<file path="src/rtl/matmul_sequencer.sv">
`default_nettype none
// ============================================================================
// Module      : matmul_sequencer
// Description : Sequencer for C = A x B on NxN 9-bit minifloat matrices.
//               Buffers A and B, issues one multiply/accumulate step per
//               cycle to an external combinational multiplier and adder,
//               then streams C out row-major with valid/ready handshake.
//               Optional macro MATMUL_SEQ_CYCLE_CNT_EN adds a 16-bit
//               saturating busy-cycle counter on port cycle_cnt.
// Revision    : 1.0 - initial release
// ============================================================================
module matmul_sequencer #(
  parameter int N = 2,
  parameter int W = 9
) (
  input  logic         clk,
  input  logic         rst_n,
  input  logic         start,
  input  logic [W-1:0] in_data,
  input  logic         in_valid,
  output logic         in_ready,
  output logic [W-1:0] mul_a,
  output logic [W-1:0] mul_b,
  input  logic [W-1:0] mul_out,
  output logic [W-1:0] add_a,
  output logic [W-1:0] add_b,
  input  logic [W-1:0] add_sum,
  output logic [W-1:0] out_data,
  output logic         out_valid,
  input  logic         out_ready,
  output logic         busy,
`ifdef MATMUL_SEQ_CYCLE_CNT_EN
  output logic [15:0]  cycle_cnt,
`endif
  output logic         done
);

  localparam int IW = (N > 1) ? $clog2(N) : 1;
  localparam logic [IW-1:0] LAST = IW'(N - 1);

  typedef enum logic [1:0] {
    IDLE    = 2'd0,
    LOAD    = 2'd1,
    COMPUTE = 2'd2,
    OUTPUT  = 2'd3
  } state_t;

  state_t state, state_nxt;

  // Operand and result buffers; contents are don't-care after reset.
  logic [W-1:0] a_mem [N][N];
  logic [W-1:0] b_mem [N][N];
  logic [W-1:0] c_mem [N][N];

  // Load position: matrix select (0=A, 1=B), row, column.
  logic          ld_mat;
  logic [IW-1:0] ld_row, ld_col;

  // Compute loop indices (i outer, j middle, k inner).
  logic [IW-1:0] ci, cj, ck;

  // Output position.
  logic [IW-1:0] oi, oj;

  logic [W-1:0] acc;

  logic load_fire, load_last, step_last, out_fire, out_last, start_ok;

  // Bit 8 is reserved: it is ignored on every input word and driven 0.
  function automatic logic [W-1:0] clean(input logic [W-1:0] x);
    return {1'b0, x[W-2:0]};
  endfunction

  logic unused_bits;
  assign unused_bits = ^{in_data[W-1], mul_out[W-1], add_sum[W-1]};

  assign start_ok  = (state == IDLE) && start && !done;
  assign load_fire = (state == LOAD) && in_valid;
  assign load_last = load_fire && ld_mat && (ld_row == LAST) && (ld_col == LAST);
  assign step_last = (state == COMPUTE) && (ci == LAST) && (cj == LAST) && (ck == LAST);
  assign out_fire  = (state == OUTPUT) && out_ready;
  assign out_last  = out_fire && (oi == LAST) && (oj == LAST);

  // State register.
  always_ff @(posedge clk or negedge rst_n) begin
    if (!rst_n) state <= IDLE;
    else        state <= state_nxt;
  end

  // Next-state logic and datapath-facing outputs.
  always_comb begin
    state_nxt = state;
    in_ready  = 1'b0;
    busy      = 1'b1;
    out_valid = 1'b0;
    out_data  = '0;
    mul_a     = '0;
    mul_b     = '0;
    add_a     = '0;
    add_b     = '0;
    case (state)
      IDLE: begin
        busy = 1'b0;
        if (start_ok) state_nxt = LOAD;
      end
      LOAD: begin
        in_ready = 1'b1;
        if (load_last) state_nxt = COMPUTE;
      end
      COMPUTE: begin
        mul_a = a_mem[ci][ck];
        mul_b = b_mem[ck][cj];
        add_a = acc;
        add_b = clean(mul_out);
        if (step_last) state_nxt = OUTPUT;
      end
      OUTPUT: begin
        out_valid = 1'b1;
        out_data  = c_mem[oi][oj];
        if (out_last) state_nxt = IDLE;
      end
      default: state_nxt = IDLE;
    endcase
  end

  // Load position counter: column, then row, then A->B.
  always_ff @(posedge clk or negedge rst_n) begin
    if (!rst_n) begin
      ld_mat <= 1'b0;
      ld_row <= '0;
      ld_col <= '0;
    end else if (state == IDLE) begin
      ld_mat <= 1'b0;
      ld_row <= '0;
      ld_col <= '0;
    end else if (load_fire) begin
      if (ld_col == LAST) begin
        ld_col <= '0;
        if (ld_row == LAST) begin
          ld_row <= '0;
          ld_mat <= ~ld_mat;
        end else begin
          ld_row <= ld_row + IW'(1);
        end
      end else begin
        ld_col <= ld_col + IW'(1);
      end
    end
  end

  // Operand capture into A or B buffer.
  always_ff @(posedge clk) begin
    if (load_fire) begin
      if (ld_mat) b_mem[ld_row][ld_col] <= clean(in_data);
      else        a_mem[ld_row][ld_col] <= clean(in_data);
    end
  end

  // Compute loop indices, k fastest; all wrap to 0 after the final step.
  always_ff @(posedge clk or negedge rst_n) begin
    if (!rst_n) begin
      ci <= '0;
      cj <= '0;
      ck <= '0;
    end else if (state == COMPUTE) begin
      if (ck == LAST) begin
        ck <= '0;
        if (cj == LAST) begin
          cj <= '0;
          ci <= (ci == LAST) ? '0 : ci + IW'(1);
        end else begin
          cj <= cj + IW'(1);
        end
      end else begin
        ck <= ck + IW'(1);
      end
    end
  end

  // Accumulator: seeded by the first product, then follows the adder.
  always_ff @(posedge clk or negedge rst_n) begin
    if (!rst_n) begin
      acc <= '0;
    end else if (state == COMPUTE) begin
      if (ck == '0)        acc <= clean(mul_out);
      else if (ck != LAST) acc <= clean(add_sum);
    end
  end

  // Final adder result of each inner product goes straight into C.
  always_ff @(posedge clk) begin
    if ((state == COMPUTE) && (ck == LAST)) c_mem[ci][cj] <= clean(add_sum);
  end

  // Output position advances only on an accepted result.
  always_ff @(posedge clk or negedge rst_n) begin
    if (!rst_n) begin
      oi <= '0;
      oj <= '0;
    end else if (out_fire) begin
      if (oj == LAST) begin
        oj <= '0;
        oi <= (oi == LAST) ? '0 : oi + IW'(1);
      end else begin
        oj <= oj + IW'(1);
      end
    end
  end

  // Done pulse in the cycle after the last result is taken; it also
  // masks a start arriving in that same cycle.
  always_ff @(posedge clk or negedge rst_n) begin
    if (!rst_n) done <= 1'b0;
    else        done <= out_last;
  end

`ifdef MATMUL_SEQ_CYCLE_CNT_EN
  // Busy-cycle counter: cleared on accepted start, saturates, holds in IDLE.
  always_ff @(posedge clk or negedge rst_n) begin
    if (!rst_n) begin
      cycle_cnt <= '0;
    end else if (state == IDLE) begin
      if (start_ok) cycle_cnt <= '0;
    end else if (cycle_cnt != 16'hFFFF) begin
      cycle_cnt <= cycle_cnt + 16'd1;
    end
  end
`endif

endmodule
`default_nettype wire

</file>
<file path="config.mk">
export PLATFORM = sky130hd
export DESIGN_NAME = matmul_sequencer
export DESIGN_NICKNAME = d
export VERILOG_FILES = /design/src/rtl/matmul_sequencer.sv
export SDC_FILE = /design/constraint.sdc
export NUM_CORES = 1
export LEC_CHECK = 0
export ABC_AREA = 1
export ABC_CLOCK_PERIOD_IN_PS = 3840
export BUFFER_PORTS_ARGS = -buffer_cell sky130_fd_sc_hd__buf_4
export CORE_MARGIN = 1
export CORE_UTILIZATION = 45
export CTS_BUF_LIST = sky130_fd_sc_hd__clkbuf_4
export DETAILED_ROUTE_END_ITERATION = 10
export PLACE_DENSITY = 0.66
export SYNTH_ARGS = -nofsm -noshare
export SYNTH_HDL_FRONTEND = slang
export SYNTH_SLANG_ARGS = --single-unit
</file>
<file path="constraint.sdc">
create_clock -name clk -period 3.84 [get_ports clk]
set_input_delay 0.576 -clock clk [delete_from_list [all_inputs] [get_ports clk]]
set_output_delay 0.576 -clock clk [all_outputs]
set_load 0.03 [all_outputs]
</file>
==> reports/results.ini <==
[finish]
final_layout_size_suffix_gt1_share_pct = 22.9
fin_nets = 537
n_antenna_cell = 0
fin_cells = 647
syn_to_final_growth_pct = 17.4
fill_cells = 903

[worst_setup_path]
arrival_ns = 2.68
path_class = flip-flop to primary output
critPathRequiredTime_ns = 3.26
crit_top_cell = buf_4
startpoint_type = flip-flop
crit_path_end_kind = primary output
worstPathCellList = inv_1 -> ha_1 -> buf_4 -> inv_2 -> nor2_4 -> o21ai_0 -> o22ai_1 -> buf_4
worst_path_max_delay_cell = dfrtp_1
cp_max_fo = 17
slowest_delay_ns = 0.42

[clock_network]
cts.htree.levels = 4
cts-buffers-inserted = 17
post_cts_buffers = 0
cts_tree = yes
ctsHoldBuffers = 1
clk_latency_ns = 0.51
clock-root-buffer = clkbuf_4
cts.sinks = 115
path_clk_slew_ns = 0.10
cts_resized = 0
clockBufferDepth = 2

[floorplanning]
die-area_sq_um = 11100
row_count = 37
die_h_microns = 105
die_w_microns = 105
start_util_pct = 46.5
ioPinCount = 81
core-area_sq_um = 10300

[synthesis]
async_flop_share_pct = 16.5
synth_top_area_share_pct = 60.0
synth.distinct_cells = 30
netlist_instances = 421
ys.flop_type = edfxtp_1
ys_ff_latch = 115
syn_area_sq_um = 4800
yosysWarnings = 0
synthTopCellsByArea = edfxtp_1 60%, dfrtp_1 9.9%, nor2_1 7.0%, nand2_1 4.8%, o21ai_0 4.1%
synth_top_area_cell = edfxtp_1
synth_edf_count = 96
avgSynthCellArea_sq_um = 11.4
seq_area_frac_synth_pct = 69.9

[power_and_ir_drop]
p_int_w = 0.00228
combPwrFrac_pct = 37.4
swShare_pct = 41.2
ir_drop_mv = 0.410
seq_power_share_pct = 43.5
leakagePower_nw = 2.33
cellPowerDensity_nw_per_um2 = 687
power_frac_clock_pct = 19.0
p_sw_w = 0.00160

[route]
ant_nets = 0
drcViolationCount = 0
drt_wl_total_mm = 9.56
num_vias = 3192
drt_iter0_drc = 201
wl_per_cell_microns = 14.8
viasPerCell = 4.93
drtPass1Iterations = 4

[global_routing]
groute.usage.overall_pct = 18.5
grt_max_degree = 22
antenna_found_initial = 0
grt_pass1_vias = 3124
grt_overflow_total = 0
grt_pass1_wl_mm = 15.4

[min_path]
hold_path_class = primary input to flip-flop

[sta]
finalCritPeriodShare_pct = 84.7
finClkSkew_ns = 0.0122
final.min_clock_period_ns = 3.25
setup_viol = 0
rsz0062_at_grt = no
setup_tns_ns = 0
worst_pin_slew_ns = 0.841
final_max_slew_viol_count = 0
slew_headroom_pct = 43.7
fmax_mhz = 307
finalHoldViolations = 0

[run_status]
status = finished, final reports clean

[place]
dp_hpwl_mm = 6.18
place_inst = 616
portBuffers = 72
place_congestion = 0.765

[run]
max-cap-violations = 0

-- per-layer routing --
layer | vias to the layer above | wire [microns] | GRT usage, % | part of all wire [%]
met5 | - | 0 | 0 | 0
met4 | 0 | 161 | 7.75 | 1.7
met3 | 16 | 399 | 4.89 | 4.2
met2 | 82 | 4790 | 30.2 | 50
met1 | 1516 | 4210 | 23.5 | 44
li1 | 1578 | - | - | -
-- critical path, delay by kind of cell, from the launching register on --
kind	cells	cell delay, ns
fa+ha+maj	1	0.25
simple gates	1	0.37
buf+inv	4	0.73
flops	1	0.42
compound gates	2	0.40
-- per-stage QoR --
| stage | util (%) | worst slack, ns | power, W | hold WS [ns] | area, sq um |
|---|---|---|---|---|---|
| CTS | 54.6 | 0.570 | 0.00390 | 0.232 | 5640 |
| global placement | 52.4 | 1.18 | 0.00313 | 0.458 | 5410 |
| floorplan | - | 1.54 | 0.00274 | 0.280 | 4820 |
| detailed placement | 52.4 | 1.14 | 0.00317 | 0.458 | 5410 |
| global route | 54.6 | 0.319 | 0.00413 | 0.217 | 5640 |
| finish | 54.6 | 0.587 | 0.00387 | 0.265 | 5640 |
-- final timing paths --
check	startpoint	endpoint	slack, ns	cells past startpoint
worst max-delay path	state[0]$_DFFE_PN0P_	mul_a[7]	0.59	8
worst min-delay path	add_sum[1]	c_mem[0][9]$_DFFE_PP_	0.26	1
worst max register to register	ck$_DFFE_PN0N_	c_mem[1][2]$_DFFE_PP_	1.46	4
worst min register to register	acc[7]$_DFFE_PN0P_	acc[7]$_DFFE_PN0P_	0.48	2
max in group asynchronous	rst_n	ld_mat$_DFFE_PN0P_	3.16	2
min in group asynchronous	rst_n	acc[4]$_DFFE_PN0P_	0.47	2
-- power groups by stage --
| stage | clock network (W) | logic (W) | registers, W |
|---|---|---|---|
| after CTS | 0.000752 | 0.00146 | 0.00169 |
| after detailed placement | 0 | 0.00146 | 0.00171 |
| after floorplan | 0 | 0.00117 | 0.00158 |
| after global routing | 0.000810 | 0.00160 | 0.00171 |
| final | 0.000738 | 0.00145 | 0.00169 |
| after global placement | 0 | 0.00143 | 0.00171 |
-- placed cells by master, fill, tap and decap left out, types with 5 or more instances in the layout --
cell      synthesis  layout
clkbuf_4          0      17
nor2_1           89      89
conb_1            1       5
o21ai_1          10      10
ha_1              5       5
a21oi_1          20      20
clkinv_2          1       6
inv_1            28      28
edfxtp_1         96      96
clkinv_1          2       5
o22ai_1           8       8
buf_4            10      75
o21ai_0          39      39
dfrtp_1          19      19
nand2_1          61      61
-- flip-flops by register name (all words and copies together), names as in the netlist --
name and flops:
c_mem 32, ld_row 1, ci 1, oj 1, cj 1, done 1
a_mem 32, ld_col 1, b_mem 32, oi 1, acc 8, state 2
ck 1, ld_mat 1
-- cells by family (layout without fill, tap and decap cells) --
kind of cell	Yosys count	in the layout	share of synthesized area, %
AOI/OAI and AO/OA	78	78	8.41
xor gates and xnor gates	2	2	0.365
adders and majority gates	5	5	1.30
buffers and inverters	56	142	5.91
DFF	115	115	69.9
other	1	5	0.0781
and+or+nand+nor	164	164	14.0
-- synth_stat cells (4+ instances only) --
cell	instances
ha_1	5
o21ai_1	10
nand2_1	61
edfxtp_1	96
o21ai_0	39
buf_4	10
o22ai_1	8
buf_2	5
inv_2	4
nand4_1	4
dfrtp_1	19
nor2_1	89
inv_1	28
a21oi_1	20
-- area by class of cell --
class                   count  area, sq um  share of cell area [%]
clock inverters            13         96.3                    1.71
flip-flops and latches    115         3360                    59.5
repair buffers             76          573                    10.2
well taps                 136          170                    3.02
multi-input cells         254         1180                    20.9
clock buffers              17          128                    2.26
inverters                  36          139                    2.46
(Power assumes the default switching activity.)
